--- src/rtl/pluse_seq_ctrl.sv ---
// Sequencer that loads six parameter words into a pulse generator, then
// starts it repeatedly, with inter-train gaps, timeout and abort handling.
module pluse_seq_ctrl #(
    parameter int TO_SHIFT = 8
) (
    input  logic        clk_sys,
    input  logic        seqrst,
    input  logic        cfg_we,
    input  logic [2:0]  cfg_addr,
    input  logic [15:0] cfg_data,
    input  logic        seq_go,
    input  logic        seq_abort,
    input  logic        pluseinter,
    output logic        pluseload,
    output logic        pluseloadchoice,
    output logic [15:0] plusedatain,
    output logic        plusestart,
    output logic        seq_busy,
    output logic        seq_done,
    output logic [15:0] rep_idx,
    output logic        err_timeout,
    output logic [2:0]  dbg_state
);

    localparam int CW = 16 + TO_SHIFT;

    typedef enum logic [2:0] {
        S_IDLE  = 3'd0,
        S_LOAD  = 3'd1,
        S_START = 3'd2,
        S_WAIT  = 3'd3,
        S_GAP   = 3'd4,
        S_DONE  = 3'd5
    } state_t;

    state_t         state, state_nx;
    logic [15:0]    cfg [8];
    logic [2:0]     step, step_nx;
    logic [CW-1:0]  wcnt, wcnt_nx;
    logic [CW-1:0]  to_limit;
    logic [15:0]    rep_nx;
    logic [15:0]    eff_cnt;
    logic           err_nx;
    logic           inter_d;
    logic           inter_rise;

    assign dbg_state  = state;
    assign inter_rise = pluseinter & ~inter_d;
    assign to_limit   = CW'(cfg[7]) << TO_SHIFT;
    assign eff_cnt    = (cfg[6] == 16'd0) ? 16'd1 : cfg[6];

    always_ff @(posedge clk_sys or negedge seqrst) begin
        if (!seqrst) begin
            for (int i = 0; i < 8; i++) cfg[i] <= '0;
        end else if (cfg_we && state == S_IDLE) begin
            cfg[cfg_addr] <= cfg_data;
        end
    end

    // Handshake: seq_go is a single-cycle request honoured only in IDLE without
    // seq_abort; seq_abort is a level that returns any active state to IDLE.
    always_comb begin
        state_nx = state;
        step_nx  = step;
        wcnt_nx  = wcnt;
        rep_nx   = rep_idx;
        err_nx   = err_timeout;
        case (state)
            S_IDLE: begin
                if (seq_go && !seq_abort) begin
                    state_nx = S_LOAD;
                    step_nx  = 3'd0;
                    rep_nx   = 16'd0;
                    err_nx   = 1'b0;
                end
            end
            S_LOAD: begin
                if (step == 3'd5) state_nx = S_START;
                else              step_nx  = step + 3'd1;
            end
            S_START: begin
                wcnt_nx  = '0;
                state_nx = S_WAIT;
            end
            S_WAIT: begin
                // A train end seen in the same cycle as the timeout takes priority.
                if (inter_rise) begin
                    rep_nx   = rep_idx + 16'd1;
                    step_nx  = 3'd0;
                    state_nx = (rep_nx >= eff_cnt) ? S_DONE : S_GAP;
                end else begin
                    wcnt_nx = wcnt + CW'(1);
                    if (cfg[7] != 16'd0 && wcnt_nx == to_limit) begin
                        err_nx   = 1'b1;
                        state_nx = S_IDLE;
                    end
                end
            end
            S_GAP: begin
                if (step == 3'd1) state_nx = S_START;
                else              step_nx  = step + 3'd1;
            end
            S_DONE: state_nx = S_IDLE;
            default: state_nx = S_IDLE;
        endcase
        if (seq_abort && state != S_IDLE) begin
            state_nx = S_IDLE;
            rep_nx   = rep_idx;
            err_nx   = err_timeout;
        end
    end

    // Outputs are registered from the next state so they line up with it.
    always_ff @(posedge clk_sys or negedge seqrst) begin
        if (!seqrst) begin
            state           <= S_IDLE;
            step            <= '0;
            wcnt            <= '0;
            rep_idx         <= '0;
            err_timeout     <= 1'b0;
            inter_d         <= 1'b0;
            pluseload       <= 1'b0;
            pluseloadchoice <= 1'b0;
            plusedatain     <= '0;
            plusestart      <= 1'b0;
            seq_busy        <= 1'b0;
            seq_done        <= 1'b0;
        end else begin
            state           <= state_nx;
            step            <= step_nx;
            wcnt            <= wcnt_nx;
            rep_idx         <= rep_nx;
            err_timeout     <= err_nx;
            inter_d         <= pluseinter;
            pluseload       <= (state_nx == S_LOAD);
            pluseloadchoice <= (state_nx == S_LOAD) && (step_nx == 3'd0);
            plusedatain     <= (state_nx == S_LOAD) ? cfg[step_nx] : 16'd0;
            plusestart      <= (state_nx == S_START);
            seq_busy        <= (state_nx != S_IDLE);
            seq_done        <= (state_nx == S_DONE);
        end
    end

endmodule

--- config.mk ---
export PLATFORM = sky130hd
export DESIGN_NAME = pluse_seq_ctrl
export DESIGN_NICKNAME = d
export VERILOG_FILES = /design/src/rtl/pluse_seq_ctrl.sv
export SDC_FILE = /design/constraint.sdc
export NUM_CORES = 1
export LEC_CHECK = 0
export ABC_CLOCK_PERIOD_IN_PS = 4900
export CAP_MARGIN = 20
export CORE_ASPECT_RATIO = 1.2
export CORE_MARGIN = 4
export CORE_UTILIZATION = 42
export DETAILED_ROUTE_END_ITERATION = 6
export GPL_TIMING_DRIVEN = 0
export SYNTH_ARGS = -nofsm -noshare
export SYNTH_HDL_FRONTEND = slang
export SYNTH_SLANG_ARGS = --single-unit
--- constraint.sdc ---
create_clock -name clk_sys -period 4.9 [get_ports clk_sys]
set_clock_uncertainty 0.1 [all_clocks]
set_input_delay 0.49 -clock clk_sys [delete_from_list [all_inputs] [get_ports clk_sys]]
set_output_delay 0.49 -clock clk_sys [all_outputs]
set_load 0.05 [all_outputs]
==> metrics, run 1 <==
Max Cap Viol 0; startpoint of the worst hold path cfg[77]$_DFFE_PN0P_; Via Count 8320; asr flop ratio synth 100%; final design utilization 49.9%; type of the worst setup path register to register; ratio of cells with drive above 1 in the final layout 16.2%; via-per-instance ratio 5.62; area of the core 24100 µm²; ANT nets after route 0; Die Y-Extent 180 µm; Yosys warning count 0; cell at the slowest stage of the critical path sky130_fd_sc_hd__dfrtp_1; Final min period 4.07 ns; slew at the pin with the worst max-slew slack roughly 0.81 ns; slowest stage delay, CP between 0.4 and 0.5 ns; worst-case clock buffer depth 2; Setup Viol. Count Final 0; Max-Slew Margin vs Limit a little under half; biggest fanout along the worst timing path 7; clock latency reported for the late side of the worst-skew pair roughly 0.43 ns; number of flops mapped to enable cells by yosys 0; WHS 0.408 ns; leftover overflow at the end of global routing 0; floorplan die width about 150 µm; CTS root buf sky130_fd_sc_hd__clkbuf_16; unrepaired setup endpoints after global routing no; area grow syn2layout 16.2%; P per Cell Area 566 nW/µm²; average size of a mapped cell ~9.7 µm²; share of synthesized area occupied by flip-flops and latches 47.6%; antenna violations before repair 0; iteration-0 DRC count of the detailed router 588; # resized after CTS 0; Tcrit/Tclk final 83.1%; Hold Path Class register to register; Ant. Diodes 0; starting density of the core approximately 43%; most common cell in the netlist sky130_fd_sc_hd__nand2_1; flip-flop and latch count after synthesis 197; capture instance of the worst register-to-register path dbg_state[0]$_DFF_PN0_; Worst setup EP type register; maximum number of pins on one net before global-route repair 107; startpoint of the worst register-to-register path rep_idx[0]$_DFFE_PN0P_; distinct cell type count of the synthesized netlist 64; cell-by-cell trace of the critical path ha_1, nand3_1, nor3_1, and3_1, and3_1, nand3_1, xnor2_1, ha_1, nand4_1, a211oi_1, a211oi_1, a21boi_0, o21bai_1, nor4_1, nor3_1; number of design rule violations left after detail routing 0; fmax 0.246 GHz; overall routing resource usage 21.4%; Sinks on Clock Net 197; Largest delay share family, worst path simple AND/OR/NAND/NOR gates; number of cell instances on the worst register-to-register path 15; overall power after layout 0.00681 W; most frequently used flop master after synthesis sky130_fd_sc_hd__dfrtp_1; worst ir drop on vdd ~0.37 mV; kind of launch point of the worst setup path register; Final Max Tran Viols 0; global placement routability congestion 0.856; average wire per standard cell 19.1 µm; instance count along the most critical hold path 1; Top-Level Pins 66; total count of hold-check failures in the final report 0; TritonCTS buffer count 17; leading post-synthesis cells by instance count sky130_fd_sc_hd__nand2_1 (208), sky130_fd_sc_hd__dfrtp_1 (197), sky130_fd_sc_hd__mux2_2 (114); status completed; TritonCTS clock tree done; cell area after synthesis 10400 µm²; number of global-route vias before repair 8235; clock slew at reported path FFs 0.08 ns; static leakage roughly 5.2 nW; die outline area 27200 µm²; sink of the worst hold path cfg[77]$_DFFE_PN0P_; net count of the finished layout 1193; cell count after synthesis 1063; Arrival @ worst endpoint 4.28 ns; post-synth net total 1109; Buffers & Inverters on Critical Path 0; placement row count 62; number of optimization iterations in the first detailed-route pass 5; placed wire-length estimate after detailed placement approximately 20000 µm; global-route wire length before repair ~46000 µm; count of buffers from port buffering 63; reg-to-reg setup timing slack between 0.8 and 0.9 ns; number of H-tree levels 4; logic depth of the worst path, buffers included 15; dominant cells by area after synthesis sky130_fd_sc_hd__dfrtp_1 (48%), sky130_fd_sc_hd__mux2_2 (12%), sky130_fd_sc_hd__nand2_1 (7.5%); final wirelength approximately 28000 µm; data required time of the worst path 5.11 ns; share of the synthesized area in the top cell type 47.6%; largest area contributor in the synthesized netlist sky130_fd_sc_hd__dfrtp_1
## cells in the final DEF (no fill, tap or decap), types with 5 or more instances in the layout
cell type	count
sky130_fd_sc_hd__buf_2	23
sky130_fd_sc_hd__and2_1	5
sky130_fd_sc_hd__o21ai_0	78
sky130_fd_sc_hd__nor4_1	15
sky130_fd_sc_hd__dfrtp_1	197
sky130_fd_sc_hd__nor3_1	16
sky130_fd_sc_hd__nand3_1	22
sky130_fd_sc_hd__a31oi_1	9
sky130_fd_sc_hd__mux2_2	114
sky130_fd_sc_hd__nor2_1	31
sky130_fd_sc_hd__nand4_1	12
sky130_fd_sc_hd__o31ai_1	9
sky130_fd_sc_hd__inv_1	29
sky130_fd_sc_hd__clkbuf_16	17
sky130_fd_sc_hd__clkbuf_1	33
sky130_fd_sc_hd__nand2b_1	10
sky130_fd_sc_hd__and3_1	12
sky130_fd_sc_hd__xnor2_1	22
sky130_fd_sc_hd__clkdlybuf4s50_1	62
sky130_fd_sc_hd__xor2_1	17
sky130_fd_sc_hd__buf_1	5
sky130_fd_sc_hd__a211oi_1	5
sky130_fd_sc_hd__inv_8	7
sky130_fd_sc_hd__a21oi_1	84
sky130_fd_sc_hd__ha_1	21
sky130_fd_sc_hd__or4_1	19
sky130_fd_sc_hd__nand2_1	208
## layer usage
layer	track usage, %	wire length (µm)
met1	28.3	12300
met5	0	0
met3	3.50	1140
met2	35.6	14100
met4	7.00	808
## worst max-delay path by stage
stage / end / startpoint / slack (ns)
2_1_floorplan: dbg_state[0]$_DFF_PN0_ / rep_idx[0]$_DFFE_PN0P_ / 1.19
3_3_place_gp: cfg[118]$_DFFE_PN0P_ / seqrst / -5.36
3_5_place_dp: dbg_state[0]$_DFF_PN0_ / rep_idx[0]$_DFFE_PN0P_ / 0.86
4_1_cts: dbg_state[0]$_DFF_PN0_ / rep_idx[0]$_DFFE_PN0P_ / 0.83
5_1_grt: dbg_state[0]$_DFF_PN0_ / rep_idx[0]$_DFFE_PN0P_ / 0.41
6_report: dbg_state[0]$_DFF_PN0_ / rep_idx[0]$_DFFE_PN0P_ / 0.83
## power by group
part / switching (W) / total, W / internal [W]
clock network: 0.000710 / 0.00143 / 0.000719
logic: 0.00168 / 0.00272 / 0.00105
registers: 0.000426 / 0.00266 / 0.00223
total: 0.00281 / 0.00681 / 0.00400
## stage by stage
stage	cell area [µm²]	setup TNS, ns	setup WS, ns	instances
CTS	12000	0	0.831	1480
global route	12000	0	0.412	1480
finish	12000	0	0.828	1480
detailed placement	11400	0	0.862	1447
floorplan	10400	0	1.19	1063
global placement	11400	-1051.40	-5.36	1446
## sequential cells by signal (all words and copies together), names as in the netlist, 3 cells and up
signal and cells:
rep_idx 16, dbg_state 3, plusedatain 16, step 3, wcnt 24, cfg 128
## kinds of logic (layout without fill, tap and decap cells)
kind of cell	count (synthesis)	count (layout)	share of synthesized area, %
and+or+nand+nor	378	378	17.7
AOI/OAI and AO/OA	217	217	12.4
muxes	118	118	12.8
adders and majority gates	22	22	2.63
DFF	197	197	47.6
buffers and inverters	92	189	3.66
xor gates and xnor gates	39	39	3.30
## timing repair
action / in CTS / in global routing
endpoints found under the setup margin: 0 / 0
setup buffers: 0 / 0
endpoints found under the hold margin: 3 / 0
hold buffers: 1 / 0
## layout make-up
cell class,count,area (µm²)
clock inverter,13,153
clock buffer,19,453
inverter,29,109
sequential,197,4930
buffer,63,270
timing repair buffer,65,673
multi-input combinational,774,5040
fill,2274,12100
tap,320,400
No activity file was read; power rests on OpenSTA's default activity.
==> run 2: changes to the inputs <==
- ABC_CLOCK_PERIOD_IN_PS: 4900 -> 3530
- clock period: 4.9 -> 3.53 ns (I/O delays scaled with it)
==> run 2 against run 1 <==
  * First-iteration DRC count shrank 18%
  * Clock power rose by 34%
  * Flip-flop and latch count stayed put
  * Routed wire length fell by 0.61%
  * Global-route usage decreased by 0.28 points
  * Via count fell by 0.71%
  * Utilization increased by 0.52 points
==> metrics, run 2 (same netlist as run 1, synthesis figures left out) <==
top register by number of flip-flops cfg; area of the core 24100 µm² (unchanged); flip-flop and latch area 4940 µm² (+0.23%); die outline area 27200 µm² (unchanged); status completed; placed cell count 1447 (unchanged); antenna violations before repair 0 (unchanged); Sinks on Clock Net 197 (unchanged); post-placement worst setup slack -0.356 ns (-1.22 ns); cell-by-cell trace of the critical path buf_2, and3b_1, buf_2, nand2_2, o211ai_1, mux2i_1, inv_1, clkbuf_1, clkbuf_2, nand2_1, a21oi_1, or4_1; worst-case clock buffer depth 2 (unchanged); leftover overflow at the end of global routing 0 (unchanged); cell-internal power 0.00558 W (+39%); part of the total power dissipated in combinational logic 40.4% (+0.4 points); global placement routability congestion 0.878 (+2.5%); WHS 0.322 ns (-0.0866 ns); Max-Slew Margin vs Limit 51.9% (+6.3 points); Setup Viol. Count Final 0 (unchanged); clock share of power 20.3% (-0.7 points); registers with the most flip-flops cfg x128, wcnt x24; starting density of the core 42.9% (unchanged); number of optimization iterations in the first detailed-route pass 6 (+1); Switching Fraction 40.8% (-0.49 points); total count of hold-check failures in the final report 0 (unchanged); Largest delay share family, worst path buffers and inverters; area used by multi-input combinational logic 5140 µm² (+1.9%); global-route wire length before repair 45100 µm (-1.9%); placed wire-length estimate after detailed placement 20100 µm (-0.72%); P per Cell Area 775 nW/µm² (+37%); number of flip-flops in the largest register 128 (unchanged); placement row count 62 (unchanged); average wire per standard cell 18.9 µm (-1.0%); Final Max Tran Viols 0 (unchanged); kind of launch point of the worst setup path register; via-per-instance ratio 5.56 (-1.1%); most prevalent standard cell on the critical path sky130_fd_sc_hd__buf_2; setup ws final 0.176 ns (-0.653 ns); worst ir drop on vdd 0.496 mV (+35%); Final min period 3.35 ns (-0.717 ns); Worst setup EP type register; static leakage 5.30 nW (+1.2%); biggest fanout along the worst timing path 10 (+3); final wirelength 28100 µm (-0.61%); clock latency reported for the late side of the worst-skew pair 0.44 ns (about the same); cell at the slowest stage of the critical path sky130_fd_sc_hd__or4_1; number of design rule violations left after detail routing 0 (unchanged); count of buffers from port buffering 63 (unchanged); Max Cap Viol 0 (unchanged); fmax 0.298 GHz (+21%); Buffers & Inverters on Critical Path 5 (+5); TritonCTS clock tree done; unrepaired setup endpoints after global routing yes; Ant. Diodes 0 (unchanged); overall routing resource usage 21.1% (-0.28 points); maximum number of pins on one net before global-route repair 112 (+4.7%); post-route insts no fill 1486 (+0.41%); iteration-0 DRC count of the detailed router 482 (-18%); Arrival @ worst endpoint 3.54 ns (-0.74 ns); slowest stage delay, CP 0.49 ns (+0.02 ns); net count of the finished layout 1200 (+0.59%); ratio of cells with drive above 1 in the final layout 19.0% (+2.8 points); Filler cells 2234 (-1.8%); TritonCTS buffer count 17 (unchanged); Via Count 8261 (-0.71%); CTS root buf sky130_fd_sc_hd__clkbuf_16; Top-Level Pins 66 (unchanged); ANT nets after route 0 (unchanged); area grow syn2layout 17.4%; number of global-route vias before repair 8009 (-2.7%); number of H-tree levels 4 (unchanged); data required time of the worst path 3.72 ns (-1.39 ns); Tcrit/Tclk final 95.0% (+12 points); type of the worst setup path register to register; Hold Path Class input port to register; most common cell after layout, fill and taps aside sky130_fd_sc_hd__nand2_1; floorplan die width 151 µm (unchanged); commonest cells after routing, fill and taps aside sky130_fd_sc_hd__nand2_1 (207), sky130_fd_sc_hd__dfrtp_1 (188), sky130_fd_sc_hd__mux2_2 (114); slew at the pin with the worst max-slew slack 0.722 ns (-0.0883 ns); clock slew at reported path FFs 0.08 ns (about the same); Die Y-Extent 180 µm (unchanged); proportion of power drawn by flip-flops and latches 39.2% (+0.2 points); P_sw 0.00384 W (+37%)
run 2: cell count changes in the layout (fill, tap and decap cells not counted), sizes merged:
cell,previous run,this run
clkinvlp,1,0
clkbuf,53,54
bufinv,0,1
buf,31,36
clkinv,3,4
inv,38,37
run 2: final timing paths:
check / from / endpoint / slack (ns) / cells past startpoint
worst min register to register: cfg[101]$_DFFE_PN0P_ / cfg[101]$_DFFE_PN0P_ / 0.41 / 1
min in group asynchronous: seqrst / seq_busy$_DFF_PN0_ / 0.37 / 2
worst max-delay path: dbg_state[0]$_DFF_PN0_ / plusedatain[14]$_DFF_PN0_ / 0.18 / 12
worst min-delay path: pluseinter / inter_d$_DFF_PN0_ / 0.32 / 1
worst max register to register: dbg_state[0]$_DFF_PN0_ / plusedatain[14]$_DFF_PN0_ / 0.18 / 12
max in group asynchronous: seqrst / plusedatain[3]$_DFF_PN0_ / 1.87 / 3
run 2: repair_timing:
| action | 4_1_cts | 5_1_grt |
|---|---|---|
| setup buffers | 0 | 7 |
| pin swaps | 2 | 4 |
| gates resized for setup | 9 | 23 |
| setup endpoints to repair | 3 | 45 |
| endpoints found under the hold margin | 86 | 0 |
| hold buffers | 1 | 0 |
run 2: final cells by class:
class	instances	area share [%]
multi-input combinational	774	42.3
sequential	197	40.6
timing repair buffer	72	5.97
clock buffer	18	3.53
tap	320	3.29
buffer	63	2.27
clock inverter	13	1.13
inverter	29	0.895
run 2: per-layer routing:
| layer | GRT usage (%) | part of all wire [%] | vias up |
|---|---|---|---|
| li1 | - | - | 3938 |
| met1 | 28.3 | 44 | 4122 |
| met3 | 3.45 | 3.4 | 45 |
| met4 | 7.51 | 3.0 | 0 |
| met5 | 0 | 0 | - |
| met2 | 34.6 | 49 | 156 |
run 2: metrics by stage:
stage	TNS (ns)	area, µm²	utilization (%)	power, W
after detailed placement	-3.24	11400	47.4	0.00750
final	0	12200	50.4	0.00942
after CTS	0	12000	49.9	0.00944
after floorplan	0	10400	-	0.00620
after global placement	-1307.45	11400	47.2	0.00743
after global routing	-0.0521	12200	50.4	0.0101
run 2: power by group through the flow:
| stage | registers, W | logic (W) | clock network (W) |
|---|---|---|---|
| floorplan | 0.00379 | 0.00242 | 0 |
| global placement | 0.00371 | 0.00372 | 0 |
| detailed placement | 0.00373 | 0.00377 | 0 |
| CTS | 0.00368 | 0.00380 | 0.00195 |
| global route | 0.00379 | 0.00420 | 0.00206 |
| finish | 0.00370 | 0.00381 | 0.00191 |
